**src/rtl/hex_segment_decoder_pkg.sv**
```systemverilog
// Shared types and segment pattern constants for the
// multiplexed seven-segment display monitor.
package hex_segment_decoder_pkg;

    typedef enum logic [1:0] {
        ST_HEX     = 2'b00,
        ST_BLANK   = 2'b01,
        ST_INVALID = 2'b10
    } seg_status_t;

    // Active-high patterns, bit0=a .. bit6=g
    localparam logic [6:0] PAT_0     = 7'h3F;
    localparam logic [6:0] PAT_1     = 7'h06;
    localparam logic [6:0] PAT_2     = 7'h5B;
    localparam logic [6:0] PAT_3     = 7'h4F;
    localparam logic [6:0] PAT_4     = 7'h66;
    localparam logic [6:0] PAT_5     = 7'h6D;
    localparam logic [6:0] PAT_6     = 7'h7D;
    localparam logic [6:0] PAT_7     = 7'h07;
    localparam logic [6:0] PAT_8     = 7'h7F;
    localparam logic [6:0] PAT_9     = 7'h67;
    localparam logic [6:0] PAT_A     = 7'h77;
    localparam logic [6:0] PAT_B     = 7'h7C;
    localparam logic [6:0] PAT_C     = 7'h39;
    localparam logic [6:0] PAT_D     = 7'h5E;
    localparam logic [6:0] PAT_E     = 7'h79;
    localparam logic [6:0] PAT_F     = 7'h71;
    localparam logic [6:0] PAT_BLANK = 7'h00;

endpackage

```
**src/rtl/hex_segment_decoder_decode.sv**
```systemverilog
// Combinational seven-segment pattern to nibble/status lookup.
// Non-hex results report value 0.
module seg7_pattern_decode
    import hex_segment_decoder_pkg::*;
(
    input  logic [6:0]  seg,
    output logic [3:0]  value,
    output seg_status_t status
);

    always_comb begin
        value  = 4'h0;
        status = ST_HEX;
        unique case (seg)
            PAT_0:     value = 4'h0;
            PAT_1:     value = 4'h1;
            PAT_2:     value = 4'h2;
            PAT_3:     value = 4'h3;
            PAT_4:     value = 4'h4;
            PAT_5:     value = 4'h5;
            PAT_6:     value = 4'h6;
            PAT_7:     value = 4'h7;
            PAT_8:     value = 4'h8;
            PAT_9:     value = 4'h9;
            PAT_A:     value = 4'hA;
            PAT_B:     value = 4'hB;
            PAT_C:     value = 4'hC;
            PAT_D:     value = 4'hD;
            PAT_E:     value = 4'hE;
            PAT_F:     value = 4'hF;
            PAT_BLANK: status = ST_BLANK;
            default:   status = ST_INVALID;
        endcase
    end

endmodule

```
**src/rtl/hex_segment_decoder.sv**
```systemverilog
// Samples a multiplexed 7-segment display, debounces each digit
// and reports per-digit changes through a single-entry event port.
module hex_segment_decoder
    import hex_segment_decoder_pkg::*;
#(
    parameter int NUM_DIGITS    = 8,
    parameter int STABLE_CYCLES = 4
) (
    input  logic                    clk,
    input  logic                    rst_n,
    input  logic [6:0]              seg_n,
    input  logic [NUM_DIGITS-1:0]   dig_sel_n,
    output logic [4*NUM_DIGITS-1:0] digits_o,
    output logic [NUM_DIGITS-1:0]   blank_o,
    output logic [NUM_DIGITS-1:0]   invalid_o,
    output logic                    evt_valid,
    input  logic                    evt_ready,
    output logic [2:0]              evt_digit,
    output logic [3:0]              evt_value,
    output logic [1:0]              evt_status,
    output logic                    overrun,
    input  logic                    ovr_clr
);

    localparam int IW = (NUM_DIGITS > 1) ? $clog2(NUM_DIGITS) : 1;

    logic [6:0]            seg_s1, seg_s2;
    logic [NUM_DIGITS-1:0] sel_s1, sel_s2;

    always_ff @(posedge clk or negedge rst_n) begin
        if (!rst_n) begin
            seg_s1 <= '1;
            seg_s2 <= '1;
            sel_s1 <= '1;
            sel_s2 <= '1;
        end else begin
            seg_s1 <= seg_n;
            seg_s2 <= seg_s1;
            sel_s1 <= dig_sel_n;
            sel_s2 <= sel_s1;
        end
    end

    logic [NUM_DIGITS-1:0] sel;
    logic [3:0]            nlow;
    logic [IW-1:0]         sel_idx;

    assign sel = ~sel_s2;

    always_comb begin
        nlow    = 4'd0;
        sel_idx = '0;
        for (int i = 0; i < NUM_DIGITS; i++) begin
            if (sel[i]) begin
                nlow    = nlow + 4'd1;
                sel_idx = IW'(i);
            end
        end
    end

    logic          smp_valid;
    logic [IW-1:0] smp_idx;
    logic [6:0]    smp_pat;

    always_ff @(posedge clk or negedge rst_n) begin
        if (!rst_n) begin
            smp_valid <= 1'b0;
            smp_idx   <= '0;
            smp_pat   <= '0;
        end else begin
            smp_valid <= (nlow == 4'd1);
            smp_idx   <= sel_idx;
            smp_pat   <= ~seg_s2;
        end
    end

    logic [IW-1:0] cur_idx;
    logic [6:0]    cand;
    logic [3:0]    cnt;
    logic          committed;
    logic          commit;

    assign commit = (cnt == 4'(STABLE_CYCLES)) && !committed;

    always_ff @(posedge clk or negedge rst_n) begin
        if (!rst_n) begin
            cur_idx   <= '0;
            cand      <= '0;
            cnt       <= 4'd0;
            committed <= 1'b0;
        end else if (!smp_valid) begin
            cnt       <= 4'd0;
            committed <= 1'b0;
        end else if (smp_idx == cur_idx && smp_pat == cand) begin
            if (cnt != 4'hF) cnt <= cnt + 4'd1;
            if (commit) committed <= 1'b1;
        end else begin
            cur_idx   <= smp_idx;
            cand      <= smp_pat;
            cnt       <= 4'd1;
            committed <= 1'b0;
        end
    end

    logic [3:0]  dec_value;
    seg_status_t dec_status;

    seg7_pattern_decode u_decode (
        .seg    (cand),
        .value  (dec_value),
        .status (dec_status)
    );

    seg_status_t old_status;
    logic [3:0]  old_value;
    logic        changed;
    logic        xfer;
    logic        load_evt;
    logic        drop_evt;

    assign old_status = seg_status_t'({invalid_o[cur_idx], blank_o[cur_idx]});
    assign old_value  = digits_o[{cur_idx, 2'b00} +: 4];
    assign changed    = commit &&
                        (old_status != dec_status || old_value != dec_value);
    assign xfer       = evt_valid && evt_ready;
    assign load_evt   = changed && (!evt_valid || xfer);
    assign drop_evt   = changed && evt_valid && !xfer;

    always_ff @(posedge clk or negedge rst_n) begin
        if (!rst_n) begin
            digits_o  <= '0;
            blank_o   <= '1;
            invalid_o <= '0;
        end else if (changed) begin
            digits_o[{cur_idx, 2'b00} +: 4] <= dec_value;
            blank_o[cur_idx]   <= (dec_status == ST_BLANK);
            invalid_o[cur_idx] <= (dec_status == ST_INVALID);
        end
    end

    always_ff @(posedge clk or negedge rst_n) begin
        if (!rst_n) begin
            evt_valid  <= 1'b0;
            evt_digit  <= 3'd0;
            evt_value  <= 4'd0;
            evt_status <= 2'b00;
        end else if (load_evt) begin
            evt_valid  <= 1'b1;
            evt_digit  <= 3'(cur_idx);
            evt_value  <= dec_value;
            evt_status <= dec_status;
        end else if (xfer) begin
            evt_valid  <= 1'b0;
        end
    end

    // A drop wins over a same-edge clear so no loss goes unreported
    always_ff @(posedge clk or negedge rst_n) begin
        if (!rst_n)        overrun <= 1'b0;
        else if (drop_evt) overrun <= 1'b1;
        else if (ovr_clr)  overrun <= 1'b0;
    end

endmodule

```
**config.mk**
```make
export PLATFORM = sky130hd
export DESIGN_NAME = hex_segment_decoder
export DESIGN_NICKNAME = d
export VERILOG_FILES = /design/src/rtl/hex_segment_decoder_pkg.sv /design/src/rtl/hex_segment_decoder_decode.sv /design/src/rtl/hex_segment_decoder.sv
export SDC_FILE = /design/constraint.sdc
export NUM_CORES = 1
export LEC_CHECK = 0
export BUFFER_PORTS_ARGS = -buffer_cell sky130_fd_sc_hd__buf_2
export CORE_MARGIN = 5
export CORE_UTILIZATION = 62
export CTS_BUF_LIST = sky130_fd_sc_hd__clkbuf_4
export DETAILED_ROUTE_END_ITERATION = 12
export PLACE_DENSITY_LB_ADDON = 0.12
export SETUP_SLACK_MARGIN = 0.3
export SYNTH_ARGS = -nofsm -noshare
export SYNTH_HDL_FRONTEND = slang
export SYNTH_SLANG_ARGS = --single-unit
```
**constraint.sdc**
```tcl
create_clock -name clk -period 6.3 [get_ports clk]
set_input_delay 1.26 -clock clk [delete_from_list [all_inputs] [get_ports clk]]
set_output_delay 1.26 -clock clk [all_outputs]
set_load 0.05 [all_outputs]
```
# Yosys cells after proc, flatten, opt, wreduce, memory -nomap -nowiden
# Index checks and enable logic that the tools add are counted.
dict set report word_totals {
  reg_bits 115
  inputBits 19
  output_inout_bits 59
  wordCells 117
}
dict set report classes {
  add_sub_neg 9
  order_cmp 2
  eq_ne 27
  shifts 3
  n_mux 36
  bitwise_logic 3
  n_reduce_logical 18
}
# cell count
set ops {}
lappend ops {{$eq 7x7->1 const B} 12}
lappend ops {{$pmux 4 s15} 1}
lappend ops {{$mux 4} 10}
lappend ops {{$add 4x1->4 const B} 8}
lappend ops {{$bwmux 32} 1}
lappend ops {{$shift 4x7->32 const A} 1}
lappend ops {{$shiftx 32x6->4} 1}
lappend ops {{$shiftx 4x7->32} 1}
lappend ops {{$mux 3} 6}
lappend ops {{$bwmux 8} 2}
lappend ops {{$reduce_or 16->1} 1}
lappend ops {{$eq 7x3->1 const B} 2}
lappend ops {{$eq 7x6->1 const B} 2}
lappend ops {{$mux 1} 12}
lappend ops {{$logic_and 1x1->1} 8}
lappend ops {{$not 8->8} 1}
lappend ops {{$eq 7x7->1} 1}
lappend ops {{$logic_not 7->1} 1}
lappend ops {{$neg 5->7} 1}
lappend ops {{$not 7->7} 1}
lappend ops {{$bmux 1 s3} 2}
lappend ops {{$eq 4x1->1 const B} 1}
lappend ops {{$eq 4x3->1 const B} 1}
lappend ops {{$lt 3x4->1 const B} 1}
lappend ops {{other kinds (16)} 20}

# Logic depth before layout (Yosys ltp)
dict set report logic_depth {
  ltp_word 17
  ltp_mapped 20
  depth_no_buf 20
}

# Hierarchy
# A second synthesis with hierarchy kept.
dict set report unflattened {
  hier_cells 480
  area_unflattened_um2 5796.8
}
# mod instances cells_per_inst area_per_inst_um2 seq_area_each_um2
set by_module_without_submodules {}
lappend by_module_without_submodules {hex_segment_decoder 1 419 5413.9 2925.3}
lappend by_module_without_submodules {seg7_pattern_decode 1 61 382.9 0.0}

# Worst setup path after synthesis
# OpenSTA, ideal clock, no wires.
dict set report synth_path {
  path_kind {reg2reg}
  start {register sel_s2[0]}
  end {register smp_valid}
  setup_time_ps 101
  arrival_time_ps 3784
  required_time_ps 6199
  path_slack_ps 2415
  path_stages_with_launch 20
  n_path_buf 0
  period_less_slack_ps 3885
  cell_sequence {dfstp_2 inv_1 ha_1 xnor2_1 ha_1 nand2b_1 o31ai_1 ha_1 mux2_2 ha_1 mux2i_1 inv_1 ha_1 nor2_1 a21oi_1 ha_1 a21o_1 a211oi_1 a21oi_1 nor4_1}
}
dict set report synth_via {
  elab_chain_cells 17
}
# item line
set synth_lines {}
lappend synth_lines {{from (decl)} hex_segment_decoder.sv:28} ;# logic [NUM_DIGITS-1:0] sel_s1, sel_s2;
lappend synth_lines {{from (signal assigned)} hex_segment_decoder.sv:40} ;# sel_s2 <= sel_s1;
lappend synth_lines {{$not 8->8 (*)} hex_segment_decoder.sv:48} ;# assign sel = ~sel_s2;
lappend synth_lines {{$mux 1 (*)} hex_segment_decoder.sv:54} ;# if (sel[i]) begin
lappend synth_lines {{$add 4x1->4} hex_segment_decoder.sv:55} ;# nlow = nlow + 4'd1;
lappend synth_lines {{$mux 4 (*)} hex_segment_decoder.sv:54}
lappend synth_lines {{$add 4x1->4} hex_segment_decoder.sv:55}
lappend synth_lines {{$mux 4 (*)} hex_segment_decoder.sv:54}
lappend synth_lines {{$add 4x1->4} hex_segment_decoder.sv:55}
lappend synth_lines {{$mux 4 (*)} hex_segment_decoder.sv:54}
lappend synth_lines {{$add 4x1->4} hex_segment_decoder.sv:55}
lappend synth_lines {{$mux 4 (*)} hex_segment_decoder.sv:54}
lappend synth_lines {{$add 4x1->4} hex_segment_decoder.sv:55}
lappend synth_lines {{$mux 4 (*)} hex_segment_decoder.sv:54}
lappend synth_lines {{$add 4x1->4} hex_segment_decoder.sv:55}
lappend synth_lines {{$mux 4 (*)} hex_segment_decoder.sv:54}
lappend synth_lines {{$add 4x1->4} hex_segment_decoder.sv:55}
lappend synth_lines {{$mux 4 (*)} hex_segment_decoder.sv:54}
lappend synth_lines {{$eq 4x1->1 (*)} hex_segment_decoder.sv:71} ;# smp_valid <= (nlow == 4'd1);
lappend synth_lines {{to (signal assigned)} hex_segment_decoder.sv:71}
lappend synth_lines {{to (decl)} hex_segment_decoder.sv:61} ;# logic smp_valid;
# Mark *: on every way between the ends. The rest lies on a longest branch, timed or not.
# A chain may end at the register's enable or synchronous reset.

# Worst setup path in the final report
# Same ends and word-level chain as after synthesis.

==> out/qor.txt <==
DRT Pass-1 Iters: 5
Worst Skew: 0.0200 ns
CTS buffer count: 17
die area: 0.0114 sq mm
Residual DRC: 0
clk_lat worst skew: 0.51 ns
worst vdd ir: 0.000183 V
Via Count: 4,025
max-cap viol count: 0
sequential area share after synthesis: 50.6%
Initial Utilization: 63.2%
met3 usage: 4.82%
Max-slew headroom: 40.9%
Tcrit/Tclk final: 67.8%
Total GRT Usage: 22.9%
Top Ports: 78
total congestion overflow: 0
Data required, critical path: 6.70 ns
Post-CTS Setup Inserts: 0
Fin Setup TNS: 0 ns
Clock transition at path regs: 0.11 ns
first-pass GRT wire length: 20,400 microns
Clock Root Buffer: clkbuf_4
final net count: 586
Final HPWL DP: 8930 microns
post-route cell area: 0.00647 sq mm
Final Slew Violations: 0
Core Util, Final: 70.6%
final count of negative-setup-slack endpoints: 0
post-synth top area share: 33.3%
Psw: 0.852 mW
clock power share: 25.9%
most common flop cell mapped by yosys: dfrtp_1
Post-CTS Resized: 0
outcome: completed
Post-CTS Hold Buffers: 0
critical path class: reg -> reg
CTS tree: built
Area after DPL: 0.00617 sq mm
asr flop ratio synth: 100%
pwr dens: 334 mW/mm^2
Comb pwr share: 27.8%
Yosys Warn Count: 0
CTS H-tree depth: 4
commonest non-fill, non-tap cell in the layout: dfrtp_1
clock buffer depth: 2
final-layout fill cell count: 685
vias per std cell: 5.95
area of the mapped netlist: 0.00578 sq mm
Cell variety after synth: 63
Critical Path End Type: flop
Yosys reg bits: 115
Clock Sinks: 115
leakage dissipation: 3.16 nW
fin crit period: 4.27 ns
Top Usage Layer GRT: met2
Mean Syn Cell Area: 12.0 sq um
post-route ant nets: 0
antenna violations before repair: 0
Cells after Synth: 482
synthesis-to-finish area growth: 11.8%
Arr. time, crit path: 4.67 ns
vias in the first global route: 4,059
Hold Violations, Final: 0
Pint: 1.31 mW
Post-synth EDFFs: 0
WL per Instance: 18.3 microns
most frequent cells in the layout: 77 x dfrtp_1, 76 x buf_2, 53 x mux2_2
Sw Share: 39.4%
met1 GRT Util: 29.3%
met2 Track Usage GR: 39.6%
Sequential Power Share: 46.3%
Peak Freq: 0.234 GHz
ant diodes: 0
area leader, netlist: dfrtp_1
type of the most critical hold path: reg -> reg
Synth area leaders: dfrtp_1 33%, dfstp_2 17%, mux2_2 10%
I/O Buffers: 77
share of cells above drive strength 1: 40.5%
area of the multi-input gates: 0.00263 sq mm
synthesized net count: 515
die width: 107 microns
worst slew pin tran: 0.887 ns
die height: 107 microns
crit path launch type: flop
WL final: 12,400 microns
DR iter-0 viols: 171
crit path max fanout: 3
GPL Wtd Cong: 0.877
Rows: 35
Core Region: 0.00915 sq mm
RSZ-0062 raised after global routing: false
largest net degree at the start of global routing: 62
Seq. cell area: 0.00293 sq mm
## registers in the layout, summed over array words and instances (netlist names), 4 cells and up
name and cells:
sel_s2 8, invalid_o 8, evt_value 4, seg_s1 7
cnt 4, seg_s2 7, digits_o 32, smp_pat 7
sel_s1 8, blank_o 8, cand 7
## power by group through the flow
stage               Sequential [mW]  Combinational, mW  Clock [mW]
floorplan                     0.846              0.622           0
global placement               1.01              0.581           0
detailed placement             1.01              0.594           0
CTS                           0.999              0.599       0.574
global route                   1.02              0.663       0.611
finish                         1.00              0.601       0.560
## cells by family (layout without fill, tap and decap cells)
family	Yosys count	after routing	share of synthesized area, %
muxes	82	82	18.0
buffers and inverters	49	133	4.02
and+or+nand+nor	152	152	15.4
xor gates and xnor gates	27	27	4.09
adders and majority gates	14	14	3.03
AOI/OAI and AO/OA	43	43	4.93
DFF	115	115	50.6
## cells in the mapped netlist (6+ instances only)
cell type / n
clkbuf_1: 7
nor3_1: 8
xnor2_1: 21
o21ai_0: 8
inv_1: 22
nor2b_1: 10
nand3_1: 13
mux2i_1: 9
mux4_2: 7
mux2_4: 13
nor2_1: 31
or3_1: 6
nand4_1: 10
nand2b_1: 7
dfrtp_1: 77
dfstp_2: 38
nand2_1: 29
xor2_1: 6
mux2_2: 53
buf_2: 8
a21oi_1: 9
ha_1: 14
## routing by layer
layer	wire length [microns]	share of wire [%]	up-vias
li1	-	-	1872
met1	5160	42	1990
met2	6240	50	146
met3	775	6.3	17
met4	182	1.5	0
met5	0	0	-
## critical path, cell delays in order, from the launching register on
cell      delay, ns
dfstp_2        0.55
inv_1          0.04
ha_1           0.31
xnor2_1        0.24
ha_1           0.28
nand2b_1       0.07
o31ai_1        0.10
ha_1           0.31
mux2_2         0.28
ha_1           0.27
mux2i_1        0.22
inv_1          0.09
ha_1           0.28
nor2_1         0.14
a21oi_1        0.06
ha_1           0.22
a21o_1         0.16
a211oi_1       0.26
a21oi_1        0.10
nor4_1         0.18
## through the flow
stage	hold WS [ns]	setup WS [ns]	power [mW]	instances
2_1_floorplan	0.345	2.41	1.47	482
3_3_place_gp	0.346	2.18	1.59	645
3_5_place_dp	0.347	2.06	1.61	645
4_1_cts	0.348	2.01	2.17	677
5_1_grt	0.344	1.64	2.30	677
6_report	0.358	2.03	2.16	677
## final timing paths
path | from | to | slack [ns] | cells after the start
worst max-delay path | sel_s2[0] | smp_valid | 2.03 | 19
worst min-delay path | sel_s1[3] | sel_s2[3] | 0.36 | 0
worst max register to register | sel_s2[0] | smp_valid | 2.03 | 19
worst min register to register | sel_s1[3] | sel_s2[3] | 0.36 | 0
max in group asynchronous | rst_n | digits_o[10] | 4.33 | 2
min in group asynchronous | rst_n | cnt[0] | 0.76 | 1
## layout make-up
cell class | count | share of cell area, %
Clock buffer | 17 | 1.97
Clock inverter | 15 | 2.57
Inverter | 23 | 1.34
Multi-Input combinational cell | 318 | 40.6
Sequential cell | 115 | 45.2
Tap cell | 111 | 2.15
Timing Repair Buffer | 78 | 6.11
Power figures use the tool's default switching activity.
